**config.mk**
```make
export PLATFORM = sky130hd
export DESIGN_NAME = change_dispenser
export DESIGN_NICKNAME = d
export VERILOG_FILES = /design/src/rtl/vend_pkg.sv /design/src/rtl/cycle_timer.sv /design/src/rtl/change_dispenser.sv
export SDC_FILE = /design/constraint.sdc
export NUM_CORES = 1
export LEC_CHECK = 0
export BUFFER_PORTS_ARGS = -buffer_cell sky130_fd_sc_hd__buf_4
export CORE_ASPECT_RATIO = 0.6
export CORE_MARGIN = 5
export CORE_UTILIZATION = 50
export CTS_CLUSTER_SIZE = 16
export DETAILED_ROUTE_END_ITERATION = 10
export GPL_TIMING_DRIVEN = 0
export PLACE_DENSITY = 0.75
export SETUP_SLACK_MARGIN = 0.05
export SKIP_CTS_REPAIR_TIMING = 1
export SYNTH_ARGS = -nofsm -noshare
export SYNTH_HDL_FRONTEND = slang
export SYNTH_SLANG_ARGS = --single-unit
```
**constraint.sdc**
```tcl
create_clock -name clock -period 2.55 [get_ports clock]
set_clock_uncertainty 0.1 [all_clocks]
set_input_delay 0.51 -clock clock [delete_from_list [all_inputs] [get_ports clock]]
set_output_delay 0.51 -clock clock [all_outputs]
set_load 0.03 [all_outputs]
```
**src/rtl/vend_pkg.sv**
```systemverilog
// Shared definitions for the change dispenser: coin denominations, the
// coin_sel encoding used on the hopper interface, and the payout state enum.
package vend_pkg;

    localparam logic [4:0] DEN_1  = 5'd1;
    localparam logic [4:0] DEN_5  = 5'd5;
    localparam logic [4:0] DEN_10 = 5'd10;
    localparam logic [4:0] DEN_20 = 5'd20;

    typedef enum logic [1:0] {
        COIN_1  = 2'b00,
        COIN_5  = 2'b01,
        COIN_10 = 2'b10,
        COIN_20 = 2'b11
    } coin_sel_t;

    typedef enum logic [2:0] {
        IDLE,
        SELECT,
        EJECT,
        GAP,
        DONE,
        FAULT
    } state_t;

    // Face value of a coin code, used to debit the balance on each handshake.
    function automatic logic [4:0] coin_value(coin_sel_t sel);
        case (sel)
            COIN_20: return DEN_20;
            COIN_10: return DEN_10;
            COIN_5:  return DEN_5;
            default: return DEN_1;
        endcase
    endfunction

endpackage

```
**src/rtl/cycle_timer.sv**
```systemverilog
// Loadable down-counter with an expiry flag. Counts down on dec and stops at
// zero; expired is high whenever the count is zero. Load wins over dec.
module cycle_timer #(
    parameter int WIDTH = 4
) (
    input  logic             clock,
    input  logic             reset,
    input  logic             load,
    input  logic [WIDTH-1:0] load_value,
    input  logic             dec,
    output logic             expired
);

    logic [WIDTH-1:0] count_q;

    // Count register: synchronous reset, load has priority, saturating decrement.
    // NOTE: sequential state uses non-blocking assignments so every flop samples
    // pre-edge values regardless of block evaluation order.
    always_ff @(posedge clock) begin
        if (reset) begin
            count_q <= '0;
        end else if (load) begin
            count_q <= load_value;
        end else if (dec && (count_q != '0)) begin
            count_q <= count_q - WIDTH'(1);
        end
    end

    assign expired = (count_q == '0);

endmodule

```
**src/rtl/change_dispenser.sv**
```systemverilog
// Pays out a 5-bit balance as a sequence of coin requests to the hopper,
// greedily choosing 20/10/5/1. One request is outstanding at a time; a stalled
// hopper trips a sticky fault that only reset clears.
module change_dispenser
    import vend_pkg::*;
#(
    parameter int GAP_CYCLES = 2,
    parameter int TIMEOUT    = 16
) (
    input  logic       clock,
    input  logic       reset,
    input  logic [4:0] balance_in,
    input  logic       balance_valid,
    input  logic       coin_ready,
    output logic       eject_req,
    output logic [1:0] coin_sel,
    output logic       busy,
    output logic       done,
    output logic [4:0] remaining,
    output logic [2:0] coins_paid,
    output logic       fault
);

    // The gap timer is loaded with GAP_CYCLES-1 and the timeout timer with
    // TIMEOUT-1: the state leaves on the cycle the count is already zero, so a
    // load of N-1 yields exactly N cycles in the waiting state.
    localparam int GAP_W = (GAP_CYCLES < 2) ? 1 : $clog2(GAP_CYCLES);
    localparam int TO_W  = (TIMEOUT < 2) ? 1 : $clog2(TIMEOUT);
    localparam logic [GAP_W-1:0] GAP_LOAD = GAP_W'((GAP_CYCLES > 0) ? GAP_CYCLES - 1 : 0);
    localparam logic [TO_W-1:0]  TO_LOAD  = TO_W'((TIMEOUT > 0) ? TIMEOUT - 1 : 0);

    state_t     state_q, state_d;
    coin_sel_t  coin_sel_q, sel_code;
    logic [4:0] remaining_q;
    logic [4:0] new_remaining;
    logic [2:0] coins_paid_q;
    logic       zero_done_q;
    logic       handshake;
    logic       load_balance;
    logic       gap_load, gap_dec, gap_expired;
    logic       to_load, to_dec, to_expired;

    assign handshake     = (state_q == EJECT) && coin_ready;
    assign load_balance  = (state_q == IDLE) && balance_valid && (balance_in != 5'd0);
    assign new_remaining = remaining_q - coin_value(coin_sel_q);

    // Largest denomination that still fits the outstanding amount.
    always_comb begin
        if (remaining_q >= DEN_20) begin
            sel_code = COIN_20;
        end else if (remaining_q >= DEN_10) begin
            sel_code = COIN_10;
        end else if (remaining_q >= DEN_5) begin
            sel_code = COIN_5;
        end else begin
            sel_code = COIN_1;
        end
    end

    cycle_timer #(.WIDTH(GAP_W)) u_gap_timer (
        .clock      (clock),
        .reset      (reset),
        .load       (gap_load),
        .load_value (GAP_LOAD),
        .dec        (gap_dec),
        .expired    (gap_expired)
    );

    cycle_timer #(.WIDTH(TO_W)) u_timeout_timer (
        .clock      (clock),
        .reset      (reset),
        .load       (to_load),
        .load_value (TO_LOAD),
        .dec        (to_dec),
        .expired    (to_expired)
    );

    // State register.
    always_ff @(posedge clock) begin
        if (reset) begin
            state_q <= IDLE;
        end else begin
            state_q <= state_d;
        end
    end

    // Next-state logic and timer controls.
    // NOTE: every signal driven here gets a default first, so no path through
    // the case statement can leave one unassigned and infer a latch.
    always_comb begin
        state_d  = state_q;
        gap_load = 1'b0;
        gap_dec  = 1'b0;
        to_load  = 1'b0;
        to_dec   = 1'b0;
        case (state_q)
            IDLE: begin
                if (load_balance) begin
                    state_d = SELECT;
                end
            end
            SELECT: begin
                state_d = EJECT;
                to_load = 1'b1;
            end
            EJECT: begin
                if (coin_ready) begin
                    to_load = 1'b1;
                    if (new_remaining == 5'd0) begin
                        state_d = DONE;
                    end else if (GAP_CYCLES == 0) begin
                        state_d = SELECT;
                    end else begin
                        state_d  = GAP;
                        gap_load = 1'b1;
                    end
                end else if (to_expired) begin
                    state_d = FAULT;
                end else begin
                    to_dec = 1'b1;
                end
            end
            GAP: begin
                if (gap_expired) begin
                    state_d = SELECT;
                end else begin
                    gap_dec = 1'b1;
                end
            end
            DONE: begin
                state_d = IDLE;
            end
            FAULT: begin
                state_d = FAULT;
            end
            default: begin
                state_d = IDLE;
            end
        endcase
    end

    // Payout datapath: balance load, coin choice latch, debit and coin count.
    always_ff @(posedge clock) begin
        if (reset) begin
            remaining_q  <= 5'd0;
            coins_paid_q <= 3'd0;
            coin_sel_q   <= COIN_1;
            zero_done_q  <= 1'b0;
        end else begin
            zero_done_q <= (state_q == IDLE) && balance_valid && (balance_in == 5'd0);
            if (load_balance) begin
                remaining_q  <= balance_in;
                coins_paid_q <= 3'd0;
            end
            if (state_q == SELECT) begin
                coin_sel_q <= sel_code;
            end
            if (handshake) begin
                remaining_q  <= new_remaining;
                coins_paid_q <= coins_paid_q + 3'd1;
            end
        end
    end

    assign eject_req  = (state_q == EJECT);
    assign coin_sel   = coin_sel_q;
    assign busy       = (state_q == SELECT) || (state_q == EJECT) ||
                        (state_q == GAP)    || (state_q == FAULT);
    assign done       = (state_q == DONE) || zero_done_q;
    assign fault      = (state_q == FAULT);
    assign remaining  = remaining_q;
    assign coins_paid = coins_paid_q;

endmodule

```
==> results of run 1 <==
[routing by layer]
layer / vias up / GRT usage / share of wire / wire length (um)
li1: 568 / - / - / -
met1: 522 / 0.265 / 0.52 / 1570
met2: 38 / 0.241 / 0.39 / 1180
met3: 4 / 0.0494 / 0.069 / 206
met4: 0 / 0.0542 / 0.013 / 39
met5: - / 0 / 0 / 0
[synthesized netlist by cell type]
| master | count | area [um2] |
|---|---|---|
| a2111oi_0 | 1 | 8.76 |
| a211o_4 | 1 | 17.5 |
| a21o_1 | 3 | 22.5 |
| a21oi_1 | 11 | 55.1 |
| a21oi_2 | 1 | 8.76 |
| a221o_1 | 2 | 20.0 |
| a221oi_1 | 1 | 8.76 |
| a222oi_1 | 4 | 40.0 |
| a22oi_1 | 1 | 7.51 |
| a31oi_1 | 1 | 6.26 |
| and2_1 | 3 | 18.8 |
| and2b_1 | 1 | 7.51 |
| and3_1 | 3 | 18.8 |
| buf_2 | 1 | 5.00 |
| buf_4 | 1 | 7.51 |
| buf_6 | 2 | 22.5 |
| clkbuf_1 | 3 | 11.3 |
| dfxtp_1 | 19 | 380 |
| fa_1 | 1 | 20.0 |
| ha_1 | 7 | 87.6 |
| inv_1 | 12 | 45.0 |
| mux2i_1 | 2 | 20.0 |
| nand2_1 | 11 | 41.3 |
| nand2b_1 | 3 | 18.8 |
| nor2_1 | 18 | 67.6 |
| nor2b_1 | 2 | 12.5 |
| nor3_1 | 3 | 15.0 |
| nor3b_1 | 3 | 22.5 |
| nor4_1 | 1 | 6.26 |
| nor4_4 | 1 | 21.3 |
| nor4b_1 | 1 | 8.76 |
| nor4bb_1 | 1 | 10.0 |
| o211ai_1 | 1 | 7.51 |
| o21ai_0 | 4 | 20.0 |
| o22ai_1 | 1 | 6.26 |
| o31a_1 | 2 | 17.5 |
| o31ai_1 | 2 | 15.0 |
| or2_2 | 1 | 6.26 |
| or3_1 | 1 | 6.26 |
| or3b_4 | 1 | 11.3 |
| or4_1 | 1 | 7.51 |
| xnor2_1 | 5 | 43.8 |
| xor2_1 | 2 | 17.5 |
[worst max path at each step]
| stage | slack (ns) | startpoint | to | cells past startpoint |
|---|---|---|---|---|
| 3_3_place_gp | 0.23 | coin_sel[1] | state_q[1] | 7 |
| 6_report | 0.21 | coin_sel[1] | state_q[1] | 7 |
| 4_1_cts | 0.22 | coin_sel[1] | state_q[1] | 7 |
| 3_5_place_dp | 0.24 | coin_sel[1] | state_q[1] | 7 |
| 2_1_floorplan | 0.19 | coin_sel[1] | state_q[1] | 7 |
| 5_1_grt | 0.11 | coin_sel[1] | state_q[1] | 7 |
[stage by stage]
stage                     worst slack (ns)  hold slack [ns]  std cells  utilization  power, mW
after global placement               0.227            0.397        197        0.632      0.813
after CTS                            0.218            0.413        201        0.653       1.05
after detailed placement             0.243            0.403        197        0.632      0.826
after global routing                 0.109            0.420        201        0.653       1.12
after floorplan                      0.185            0.373        146            -      0.704
final                                0.211            0.414        201        0.653       1.06
[power groups by stage]
stage | clock, mW | sequential (mW) | combinational (mW)
2_1_floorplan | 0 | 0.404 | 0.300
3_5_place_dp | 0 | 0.385 | 0.441
3_3_place_gp | 0 | 0.382 | 0.431
5_1_grt | 0.240 | 0.385 | 0.492
4_1_cts | 0.229 | 0.378 | 0.445
6_report | 0.228 | 0.379 | 0.450
[registers in the layout, indices dropped and copies added, names as in the netlist]
register and count:
coin_sel 2, coins_paid 3, zero_done_q 1, remaining 5, state_q 3, u_timeout_timer.count_q 4
u_gap_timer.count_q 1
[cell type report]
cell class / instances / area, um2
Fill cell: 189 / 778
Multi-Input combinational cell: 108 / 751
Sequential cell: 19 / 380
Timing Repair Buffer: 21 / 158
Buffer: 7 / 46.3
Inverter: 12 / 45.0
Clock buffer: 3 / 41.3
Tap cell: 30 / 37.5
Clock inverter: 1 / 7.51
[cell families after synthesis]
family,share of synthesized area
simple gates,0.246
compound gates,0.214
buf+inv,0.0747
flops,0.311
fa+ha+maj,0.0880
xor+xnor,0.0502
mux,0.0164
[worst register-to-register path: stages, from the launching register on]
cell     delay (ns)
dfxtp_1        0.42
inv_1          0.07
ha_1           0.19
inv_1          0.08
fa_1           0.47
or3_1          0.41
o31a_1         0.26
o31a_1         0.24
==> impl_metrics.ini, run 1 <==
[status]
status = completed

[timing]
fin_crit_sh = 0.917
worst_pin_slew_ns = 0.540
timing.final.crit_period_ns = 2.34
rsz0062_at_grt = no
final_max_slew_viol_count = 0
slew_headroom = 0.631
hold_viol = 0
timing.setup.tns_ns = 0
finalSetupViolations = 0
max_freq_ghz = 0.428

[synth]
ys_warn_count = 0
syn_avg_cell_area_um2 = 8.37
synth_nets = 163
ys_types = 43
yosysSeqAreaShare = 0.311
syn_inst = 146
ys_ff_latch = 19
synthesis.area_um2 = 1220

[grt]
grt_overflow = 0
grt_pass1_vias = 1042
grt_usage = 0.177
antenna_found_initial = 0
grt_start_max_net_pins = 13
grt_first_pass_wirelength_um = 4940

[place]
dp_hpwl_um = 2310
io_buffers = 21
dpl_cell_area_um2 = 1420
place_congestion = 0.929

[route]
vias_per_cell = 5.63
wl_per_cell_um = 14.9
drtAntennaViolNets = 0
dr.pass1.iters = 6
drt_iter0_drc = 90
drt_wl_total_um = 3000
num_vias = 1132
drc = 0

[power]
internal_power_mw = 0.627
power.share.sequential = 0.358
p_comb_frac = 0.426
p_sw_mw = 0.431
switching_share = 0.407
ir_drop_mv = 0.381
power_density_nw_per_um2 = 721
clkPwrFrac = 0.216
p_leak_nw = 0.637

[critical_path]
cp.arrival_ns = 2.40
rr_worst_depth = 7
critical_path_buf_inv_count = 2
cpMaxStageDelayCell = fa_1
critPathRequiredTime_ns = 2.61
crit_family = adder cells
cp_cell_sequence = inv_1 > ha_1 > inv_1 > fa_1 > or3_1 > o31a_1 > o31a_1
worstSetupPathType = register to register
endpoint_kind = register
r2r_slack_ns = 0.21
critPathMaxFanout = 5
crit_path_max_incr_delay_ns = 0.47
rr_startpoint = coin_sel[1]
timing.rr.end = state_q[1]
worst_setup_path_start_kind = register

[run]
cap_violations = 0

[cells_and_area]
mostFrequentLayoutCells = buf_4, dfxtp_1, nor2_1
area_growth_pct = 20.0
num_antenna_cells = 0
final_common_cell = buf_4
nets = 189
final_cell_area_um2 = 1470
drive_gt1_frac = 0.199

[hold_path]
hold_path.class = input port to register
worst_hold_path.endpoint = remaining[0]
hp-start = balance_in[0]
whs_path_depth = 3

[clock_network]
clockBufferDepth = 2
cts_sinks = 19
clk_latency_ns = 0.27
cts_tree = done
clockRootBuffer = clkbuf_8
cts_buffers = 3
clk_pin_slew_ns = 0.08
htreeDepth = 1

[floorplanning]
die_h_um = 48.3
start_util = 0.545
ios = 23
die_x_um = 73.8
core-area_um2 = 2240
rows = 13
dieArea_um2 = 3570
Power figures use the tool's default switching activity.
==> run 2, diff against run 1 <==
Settings changed: ABC_AREA set to 1.
==> impl_metrics.ini, run 2 <==
[route]
drt_wl_total_um = 3100
drc = 0
dr.pass1.iters = 4
num_vias = 1235
drt_iter0_drc = 90
wl_per_cell_um = 13.0
vias_per_cell = 5.19
drtAntennaViolNets = 0

[place]
io_buffers = 22
place_congestion = 0.899
dpl.cell_count = 234
dpl_worst_slack_ns = 0.194
dp_hpwl_um = 2540

[cells_and_area]
mostFrequentLayoutCells = nand2_1, inv_1, buf_4
nets = 224
final_common_cell = nand2_1
area_growth_pct = 19.9
final_cells = 238
largest_reg_flops = 5
drive_gt1_frac = 0.238
num_antenna_cells = 0

[timing]
hold_viol = 0
finalSetupViolations = 0
worst_pin_slew_ns = 0.537
max_freq_ghz = 0.428
final_max_slew_viol_count = 0
rsz0062_at_grt = no
timing.setup.tns_ns = 0
setup_ws_ns = 0.214
fin_crit_sh = 0.916
slew_headroom = 0.642
holdWs_ns = 0.368
timing.final.crit_period_ns = 2.34

[synth]
syn_inst = 180
yosys-top-cells-count = nand2_1, inv_1, dfxtp_1, nand3_1, nor2_1
async_flop_share = 0
syn_avg_cell_area_um2 = 7.03
ys_warn_count = 0
synth_nets = 197
post-synth-top-count-cell = nand2_1
synth_area_leaders = dfxtp_1, nand2_1, inv_1
synth-edff-count = 0
synthesis.area_um2 = 1270
yosysSeqAreaShare = 0.300
ys_types = 33
ys_ff_latch = 19
synth_ff_type = dfxtp_1
yosysTopAreaCellShare = 0.300
synth_top_area_cell = dfxtp_1

[floorplanning]
die_h_um = 49.0
rows = 14
die_x_um = 75.0
ios = 23
dieArea_um2 = 3670
start_util = 0.513
core-area_um2 = 2470

[critical_path]
critPathRequiredTime_ns = 2.57
rr_worst_depth = 11
worst_setup_path_start_kind = register
worstSetupPathType = register to register
crit_top_cell = nor2_1
worst-path-stages = 11
cp.arrival_ns = 2.36
cpMaxStageDelayCell = fa_1
cp_cell_sequence = inv_1 > ha_1 > inv_1 > fa_1 > or2_2 > nor2_1 > nand3_1 > nand2_1 > nand2_1 > nor2_1 > nor2_1
crit_family = simple AND/OR/NAND/NOR gates
worstSetupStartpoint = coin_sel[1]
endpoint_kind = register
crit_path_max_incr_delay_ns = 0.44
rr_startpoint = coin_sel[1]
critPathMaxFanout = 5
critical_path_buf_inv_count = 2

[clock_network]
clk_latency_ns = 0.25
cts_buffers = 3
clk_pin_slew_ns = 0.07
clockRootBuffer = clkbuf_8
cts_sinks = 19
cts_tree = done
clockBufferDepth = 2
htreeDepth = 1

[grt]
grt_first_pass_wirelength_um = 5050
grt_usage = 0.177
antenna_found_initial = 0
grt_overflow = 0
grt_start_max_net_pins = 11
grt_pass1_vias = 1079

[hold_path]
hp-start = u_gap_timer.count_q
hold_path.class = register to register
whs_path_depth = 2

[power]
ir_drop_mv = 0.503
p_leak_nw = 0.777
total_power_mw = 1.71
power_density_nw_per_um2 = 1130

[status]
status = completed

[run]
cap_violations = 0
-- run 2: cell count changes after synthesis, moves of 4 or more --
cell / previous run / this run
a222oi_1: 4 / 0
inv_1: 12 / 27
inv_2: 0 / 5
nand2_1: 11 / 40
nand3_1: 0 / 17
nor2_4: 0 / 4
xnor2_1: 5 / 0
-- run 2: stage by stage --
step,utilization,cell area [um2]
final,0.614,1520
after detailed placement,0.596,1470
after floorplan,-,1270
after CTS,0.614,1520
after global placement,0.596,1470
after global routing,0.614,1520
-- run 2: worst paths after layout --
| kind | to | slack, ns |
|---|---|---|
| setup / recovery | state_q[1] | 0.21 |
| hold / removal | u_gap_timer.count_q | 0.37 |
| setup reg to reg | state_q[1] | 0.21 |
| hold reg to reg | u_gap_timer.count_q | 0.37 |
-- run 2: tightest hold or removal path: stages, from the launching register on --
cell and delay (ns):
dfxtp_1 0.31, nand2_1 0.06, a21oi_1 0.05
-- run 2: report_power, final --
group	internal [mW]	leakage, nW	switching, mW
clock	0.111	0.0228	0.0939
sequential	0.381	0.156	0.0844
combinational	0.374	0.598	0.666
-- run 2: metal layers --
layer,GRT usage,vias up,part of all wire
li1,-,633,-
met1,0.272,547,0.47
met4,0.0355,0,0.012
met3,0.0556,6,0.081
met2,0.237,49,0.44
met5,0,-,0
-- run 2: cell families (layout without fill, tap and decap cells) --
family	count (synthesis)	after routing	share of synthesized area
simple gates	89	89	0.369
xor+xnor	2	2	0.0138
flops	19	19	0.300
fa+ha+maj	8	8	0.0850
buf+inv	35	61	0.110
compound gates	27	27	0.123
-- run 2: final cells by class --
type,instances,area [um2]
Buffer,1,3.75
Sequential cell,19,382
Clock buffer,4,45.0
Timing Repair Buffer,22,165
Fill cell,223,952
Tap cell,32,40.0
Multi-Input combinational cell,126,747
Inverter,34,135
